--- src/rtl/data_mem_resp_pkg.sv ---
// Shared constants for the data-memory responder: FSM state encodings and the
// CPU opcodes that generate data-strobe cycles.
package data_mem_resp_pkg;

  localparam logic [2:0] IDLE   = 3'd0;
  localparam logic [2:0] RWAIT  = 3'd1;
  localparam logic [2:0] RDRIVE = 3'd2;
  localparam logic [2:0] WWAIT  = 3'd3;
  localparam logic [2:0] WDONE  = 3'd4;

  localparam logic [4:0] OP_STA = 5'b01100;
  localparam logic [4:0] OP_LDA = 5'b01110;

endpackage

--- src/rtl/data_mem_resp_ram.sv ---
// Single-port synchronous data RAM with registered read data (one-cycle read).
module dmem_ram #(
  parameter int AW = 8,
  parameter int DW = 8
) (
  input  logic          clk,
  input  logic          we,
  input  logic [AW-1:0] addr,
  input  logic [DW-1:0] wdata,
  output logic [DW-1:0] rdata
);

  logic [DW-1:0] mem [2**AW];

  always_ff @(posedge clk) begin
    if (we) mem[addr] <= wdata;
    rdata <= mem[addr];
  end

endmodule

--- src/rtl/data_mem_resp.sv ---
// Memory-side responder for the CPU data strobes nDRD/nDWR: latches the access on
// the strobe falling edge, waits WAIT_CYCLES, then drives read data or commits the write.
module data_mem_resp
  import data_mem_resp_pkg::*;
#(
  parameter int AW          = 8,
  parameter int DW          = 8,
  parameter int WAIT_CYCLES = 1
) (
  input  logic          clk,
  input  logic          rst,
  input  logic          nDRD,
  input  logic          nDWR,
  input  logic [AW-1:0] addr,
  input  logic [DW-1:0] din,
  output logic [DW-1:0] dout,
  output logic          doe,
  output logic          rdy,
  output logic          err
);

  localparam logic [3:0] CNT_INIT = 4'(WAIT_CYCLES);

  logic [2:0]    state;
  logic [3:0]    cnt;
  logic          prevRd, prevWr, armed;
  logic [AW-1:0] addrQ;
  logic [DW-1:0] dinQ;
  logic          rdFall, wrFall;
  logic          ramWe;
  logic [AW-1:0] ramAddr;
  logic [DW-1:0] ramRdata;

  // armed masks the first cycle after reset so a strobe held low through reset
  // is never seen as a falling edge against the reset-high history.
  assign rdFall = armed & prevRd & ~nDRD;
  assign wrFall = armed & prevWr & ~nDWR;

  // In IDLE the RAM reads the live address so a zero-wait read has its data
  // ready on the very next edge; afterwards it follows the latched address.
  always_comb begin
    ramWe   = rst && (state == WWAIT) && (cnt == '0);
    ramAddr = (state == IDLE) ? addr : addrQ;
  end

  dmem_ram #(.AW(AW), .DW(DW)) u_ram (
    .clk  (clk),
    .we   (ramWe),
    .addr (ramAddr),
    .wdata(dinQ),
    .rdata(ramRdata)
  );

  always_ff @(posedge clk) begin
    if (state == IDLE && !(!nDRD && !nDWR) && (rdFall || wrFall)) begin
      addrQ <= addr;
      if (!rdFall) dinQ <= din;
    end
  end

  always_ff @(posedge clk) begin
    if (!rst) begin
      state  <= IDLE;
      cnt    <= '0;
      prevRd <= 1'b1;
      prevWr <= 1'b1;
      armed  <= 1'b0;
      dout   <= '0;
      doe    <= 1'b0;
      rdy    <= 1'b0;
      err    <= 1'b0;
    end else begin
      prevRd <= nDRD;
      prevWr <= nDWR;
      armed  <= 1'b1;
      case (state)
        IDLE: begin
          if (!nDRD && !nDWR) begin
            err <= 1'b1;
          end else if (rdFall) begin
            cnt   <= CNT_INIT;
            state <= RWAIT;
          end else if (wrFall) begin
            cnt   <= CNT_INIT;
            state <= WWAIT;
          end
        end
        RWAIT: begin
          if (wrFall) err <= 1'b1;
          if (nDRD) begin
            state <= IDLE;
          end else if (cnt != '0) begin
            cnt <= cnt - 4'd1;
          end else begin
            dout  <= ramRdata;
            doe   <= 1'b1;
            rdy   <= 1'b1;
            state <= RDRIVE;
          end
        end
        RDRIVE: begin
          if (wrFall) err <= 1'b1;
          if (nDRD) begin
            doe   <= 1'b0;
            rdy   <= 1'b0;
            state <= IDLE;
          end
        end
        WWAIT: begin
          if (rdFall) err <= 1'b1;
          if (cnt != '0) begin
            cnt <= cnt - 4'd1;
          end else begin
            rdy   <= 1'b1;
            state <= WDONE;
          end
        end
        WDONE: begin
          if (rdFall) err <= 1'b1;
          if (nDWR) begin
            rdy   <= 1'b0;
            state <= IDLE;
          end
        end
        default: state <= IDLE;
      endcase
    end
  end

endmodule

--- config.mk ---
export PLATFORM = sky130hd
export DESIGN_NAME = data_mem_resp
export DESIGN_NICKNAME = d
export VERILOG_FILES = /design/src/rtl/data_mem_resp_pkg.sv /design/src/rtl/data_mem_resp_ram.sv /design/src/rtl/data_mem_resp.sv
export SDC_FILE = /design/constraint.sdc
export NUM_CORES = 2
export LEC_CHECK = 0
export CAP_MARGIN = 20
export CORE_MARGIN = 2
export CORE_UTILIZATION = 55
export DETAILED_ROUTE_END_ITERATION = 12
export PLACE_DENSITY = 0.73
export SLEW_MARGIN = 10
export SYNTH_ARGS = -nofsm -noshare
export SYNTH_HDL_FRONTEND = slang
export SYNTH_SLANG_ARGS = --single-unit
export TNS_END_PERCENT = 10
--- constraint.sdc ---
create_clock -name clk -period 10.6 [get_ports clk]
set_clock_uncertainty 0.2 [all_clocks]
set_input_delay 2.12 -clock clk [delete_from_list [all_inputs] [get_ports clk]]
set_output_delay 2.12 -clock clk [all_outputs]
set_load 0.01 [all_outputs]
# After elaboration in Yosys (flattened, before gate mapping)

Memories as Yosys holds them, arrays and structs flattened. A register that Yosys moved wholly into a read port is not among the register bits.
Index checks and enable logic that the tools add are counted.

Register bits after elaboration: 37
Memory bits (writable): 2048
Input bits: 20
Output and inout port bits: 11
Logic and storage cells: 92
Memories: 1

Add/subtract/negate cells: 1
Equal/unequal tests: 15
Mux-type cells: 31
Bitwise operators: 8
Reductions and logical operators: 25

Memory list:

| name      | words | width | rd ports | clocked after Yosys merged registers in | write ports | RTL line                | text |
|---|---|---|---|---|---|---|---|
| u_ram.mem | 256   | 8     | 1        | 1                                       | 1           | data_mem_resp_ram.sv:13 | `logic [DW-1:0] mem [2**AW];` |

Operators by type and width:

| cell                                                                  | number |
|---|---|
| 3-bit two-way mux                                                     | 8 |
| 4-bit two-way mux                                                     | 5 |
| 4-bit AND reduction                                                   | 4 |
| 3-bit case mux with 5 select lines                                    | 1 |
| 1-bit two-way mux                                                     | 12 |
| 2-bit != test, second input constant                                  | 6 |
| 4-bit case mux with 3 select lines                                    | 1 |
| 8-bit two-way mux                                                     | 1 |
| 4-bit nonzero test                                                    | 2 |
| 3-bit by 2-bit equality test with 1-bit output, second input constant | 2 |
| 2-bit by 1-bit != test with 1-bit output, second input constant       | 3 |
| 3-bit != test, second input constant                                  | 2 |
| 6-bit AND reduction                                                   | 1 |
| 3-bit nonzero test                                                    | 2 |
| 1-bit logical AND                                                     | 5 |
| 1-bit bitwise AND                                                     | 4 |
| 4-bit logical NOT                                                     | 1 |
| 1-bit NOT                                                             | 4 |
| 1-bit case mux with 4 select lines                                    | 1 |
| 2-bit OR reduction                                                    | 2 |
| 4-bit by 1-bit subtractor with 4-bit output, second input constant    | 1 |
| 3-bit by 1-bit equality test with 1-bit output, second input constant | 1 |
| 3-bit equality test, second input constant                            | 1 |
| 1-bit logical NOT                                                     | 3 |
| 7 further kinds                                                       | 7 |

# Depth between registers and ports, before layout

Depth in word-level cells: 6
Depth in mapped cells: 18
Depth with buffers taken out: 9

# Hierarchy

A second synthesis with hierarchy kept.

Cells, all modules: 3682
Area, all modules: 80041.8 um^2

Modules (own cells, without submodules):

| module        | instances | cells an instance | area each (um^2) | seq. area each (um^2) |
|---|---|---|---|---|
| dmem_ram      | 1         | 3547              | 78492.8          | 61659.1 |
| data_mem_resp | 1         | 135               | 1549.0           | 900.9 |

# Least setup slack after synthesis

OpenSTA, ideal clock, no wires.

Path kind: input -> register
Start point: input addr[0]
End point: memory u_ram.mem[105][0] (enable)
Library setup time: 0.370 ns
Arrival time: 4.901 ns
Required time: 10.030 ns
Slack: 5.129 ns
Stages: 13
Path buffers: 8
Cells stage by stage: or4b_4 -> and2_1 -> buf_6 -> buf_6 -> buf_2 -> buf_2 -> buf_2 -> buf_2 -> buf_2 -> nor3_1 -> nand2_1 -> buf_2 -> nor2_1

Word-level cells in the longest chain between the ends: 1

Ends and longest elaborated chain:

| what              | RTL line                | text |
|---|---|---|
| from (decl)       | data_mem_resp.sv:14     | `input logic [AW-1:0] addr,` |
| 8-bit two-way mux | data_mem_resp.sv:43     | `ramAddr = (state == IDLE) ? addr : addrQ;` |
| to (decl)         | data_mem_resp_ram.sv:13 |  |

No other way between the ends.

# Final worst setup path

Start point: input addr[0]
End point: register u_ram.rdata[2], read port of u_ram.mem

Word-level cells in the longest chain between the ends: 1

Ends and longest elaborated chain:

| what              | RTL line                | text |
|---|---|---|
| 8-bit two-way mux | data_mem_resp.sv:43     |  |
| to (decl)         | data_mem_resp_ram.sv:10 | `output logic [DW-1:0] rdata` |

No other way between the ends.
A chain may end at the register's enable or synchronous reset.

==> metrics.md <==
| Metric | Value |
|---|---|
| Status | `completed` |
| Hold WC Path Type | `register to register` |
| DIE AREA | `between 150000 and 200000 um^2` |
| Post-synth top cells | `edfxtp_1 (2064), nand2_1 (1490), a21oi_1 (479), nand3_1 (354), nor2_1 (312)` |
| Clk_lat worst skew | `830 ps` |
| Setup repair after global routing missed its margin | `false` |
| Share of cells above drive strength 1 | `0.0649` |
| Routed len/inst | `27.3 um` |
| Reg2Reg Setup Slack | `approximately 4700 ps` |
| Syn Std Cell Area | `between 80000 and 90000 um^2` |
| Cts repair resizes | `0` |
| Hold Vio Cnt, Final | `0` |
| Global route overflow | `0` |
| Worst Setup Start Kind | `input pin` |
| Worst-path clk slew | `approximately 60 ps` |
| Routability cong. | `between 0.9 and 1` |
| Post-DP HPWL | `about 120000 um` |
| NumNets Final | `between 5000 and 6000` |
| Sw Pwr | `about 0.0047 W` |
| Clk buf depth | `3` |
| Warnings, synthesis | `0` |
| First drt pass iteration count | `8` |
| Starting density of the core | `0.552` |
| Number of post-CTS setup repair buffers | `0` |
| CP required | `between 10000 and 15000 ps` |
| Vias per cell | `~6.5` |
| Total Routing Usage GR | `0.283` |
| Worst Path Max Fanout | `between 60 and 70` |
| Setup Crit Path Kind | `input pin to register` |
| Antenna viol nets, final | `0` |
| Worst Hold Path Cells | `2` |
| Global-route wire length before repair | `319000 um` |
| CP endpoint kind | `register` |
| Total routed wirelength | `~220000 um` |
| Fraction of registers with async set or reset after synthesis | `0` |
| Area share of the largest cell type after synthesis | `0.752` |
| Fillcell total | `10897` |
| CTS tree | `built` |
| Fin crit share | `0.626` |
| Combinational Power Share | `0.123` |
| Pint | `roughly 0.013 W` |
| Total I/O pin count | `31` |
| Port bufs | `30` |
| Cell variety after synth | `between 60 and 70` |
| Clock sinks | `2093` |
| Hold EP | `cnt[3]$_SDFFE_PN0P_` |
| Die Width | `~390 um` |
| Critical R2R Launch | `state[2]$_SDFFE_PN0P_` |
| Critical Path AT | `slightly above 7000 ps` |
| Cell Pwr Density | `between 200 and 250 nW/um^2` |
| Root Buffer | `clkbuf_16` |
| FF-to-FF path depth | `9` |
| Largest net degree at the start of global routing | `223` |
| Number of synthesized register bits | `2093` |
| Drt initial violations | `~8100` |
| Layout area overhead | `9.62%` |
| H-tree levels | `4` |
| Chip height | `between 300 and 400 um` |
| Period minus WS final | `between 6000 and 7000 ps` |
| Final slew viol count | `0` |
| Synth Area per Inst | `about 14 um^2` |
| IR drop worst, VDD | `0.000153 V` |
| Leakage dissipation | `about 30 nW` |
| Worst Max-Slew Pin Slew | `1260 ps` |
| Most frequent cell after synthesis | `edfxtp_1` |
| FF/Latch Area | `between 60000 and 70000 um^2` |
| Post-synthesis sequential area ratio | `0.759` |
| Clk network pwr share | `0.372` |
| Setup-failing EPs final | `0` |
| Max-Cap Viols | `0` |
| EDFF count, synth | `2064` |
| Prevailing post-synth register cell | `edfxtp_1` |
| Reg power frac | `0.505` |
| Fin Setup TNS | `0 ps` |
| DR DRC count | `0` |
| Post-Synthesis Net Count | `around 6000` |
| FMAX | `between 150 and 200 MHz` |
| Area leader, netlist | `edfxtp_1` |
| Antenna violations before repair | `8` |
| Vias | `around 52000` |
| CTS buffer count | `around 200` |
| Final Util | `0.605` |
| Cells after Synth | `6028` |
| Number of cell rows | `between 100 and 150` |
| HP Start | `cnt[3]$_SDFFE_PN0P_` |
| Multi-input gate area | `approximately 18000 um^2` |
| Synth area leaders | `edfxtp_1 (75%), nand2_1 (6.8%), a21oi_1 (2.9%)` |
| Vias in the first global route | `48605` |
| Slew margin rel. | `0.161` |
| Worst reg2reg path endpoint | `u_ram.rdata[2]$_DFF_P_` |
| Hold_buf cts | `0` |
| Core Region | `around 150000 um^2` |
| Switching Share | `0.259` |
critical path, cell delays in order:
cell and delay, ps:
clkdlybuf4s50_1 490, or4b_4 450, and2_4 780, buf_4 780, buf_4 580, mux2i_1 280, a32oi_1 80, nand4_1 190
nand4_1 540, or4_1 700
metal layers:
metal	wire [um]	vias to the layer above	GRT usage
li1	-	22454	-
met4	8870	8	0.113
met1	82500	25543	0.395
met2	101000	3429	0.426
met5	90	-	0.00287
met3	27400	516	0.0741
logic make-up after synthesis:
group | synth area share
XOR/XNOR | 0.000213
AND/OR/NAND/NOR | 0.117
adder cells (fa/ha/maj) | 0.000152
flip-flops | 0.759
multiplexers | 0.0129
buffers and inverters | 0.0232
AO/OA/AOI/OAI | 0.0871
worst max path at each step:
stage / from / to / cells past startpoint
2_1_floorplan: addr[0] / u_ram.mem[105][0]$_DFFE_PP_ / 13
3_3_place_gp: addr[0] / u_ram.rdata[7]$_DFF_P_ / 10
3_5_place_dp: addr[0] / u_ram.rdata[2]$_DFF_P_ / 10
4_1_cts: addr[0] / u_ram.rdata[2]$_DFF_P_ / 10
5_1_grt: addr[0] / u_ram.rdata[2]$_DFF_P_ / 10
6_report: addr[0] / u_ram.rdata[2]$_DFF_P_ / 10
cells in the final DEF (no fill, tap or decap), types with 11 or more instances in the layout:
| master | count |
|---|---|
| nor2b_1 | 11 |
| a31oi_1 | 119 |
| clkbuf_16 | 198 |
| edfxtp_1 | 2064 |
| and3_1 | 46 |
| nand3_1 | 354 |
| dfxtp_1 | 29 |
| a32oi_1 | 124 |
| clkdlybuf4s50_1 | 30 |
| a41oi_1 | 17 |
| a21oi_1 | 479 |
| or4_1 | 14 |
| a22oi_1 | 143 |
| clkinv_1 | 51 |
| buf_12 | 14 |
| nor2_1 | 307 |
| nand2_1 | 1486 |
| a221oi_1 | 46 |
| nor3_1 | 11 |
| mux2i_1 | 82 |
| a32o_1 | 15 |
| a211oi_1 | 34 |
| o2111ai_1 | 23 |
| clkbuf_1 | 46 |
| buf_4 | 73 |
| clkinv_2 | 33 |
| o21ai_0 | 14 |
| bufinv_16 | 14 |
| nand4_1 | 45 |
registers in the layout, summed over array words and instances (netlist names):
signal,flops
dout,8
doe,1
armed,1
prevRd,1
addrQ,8
prevWr,1
err,1
state,3
u_ram.rdata,8
dinQ,8
cnt,4
rdy,1
u_ram.mem,2048
power by group through the flow:
stage | sequential (W) | combinational (W) | clock [W]
after floorplan | 0.00940 | 0.00138 | 0
after global placement | 0.00935 | 0.00213 | 0
after detailed placement | 0.00935 | 0.00218 | 0
after global routing | 0.00917 | 0.00238 | 0.00711
after CTS | 0.00917 | 0.00219 | 0.00679
final | 0.00918 | 0.00224 | 0.00676
metrics by stage:
| stage | total power (W) | hold WS [ps] | std cells | area (um^2) | worst slack [ps] |
|---|---|---|---|---|---|
| after floorplan | 0.0108 | 259 | 6028 | 82400 | 5130 |
| after global placement | 0.0115 | 292 | 7674 | 84200 | 3350 |
| after detailed placement | 0.0115 | 303 | 7674 | 84200 | 3330 |
| after CTS | 0.0181 | 319 | 8032 | 90300 | 4190 |
| after global routing | 0.0187 | 342 | 8034 | 90300 | 3870 |
| final | 0.0182 | 316 | 8037 | 90400 | 3960 |
cell type report:
class                      instances  share of cell area
sequential                      2093               0.692
antenna                            3           0.0000831
tap                             1944              0.0269
timing repair buffer             119              0.0131
clock buffer                     245              0.0569
clock inverter                   113              0.0106
multi-input combinational       3514               0.200
inverter                           6            0.000249
Note: power is estimated with default switching activity, not from simulation.
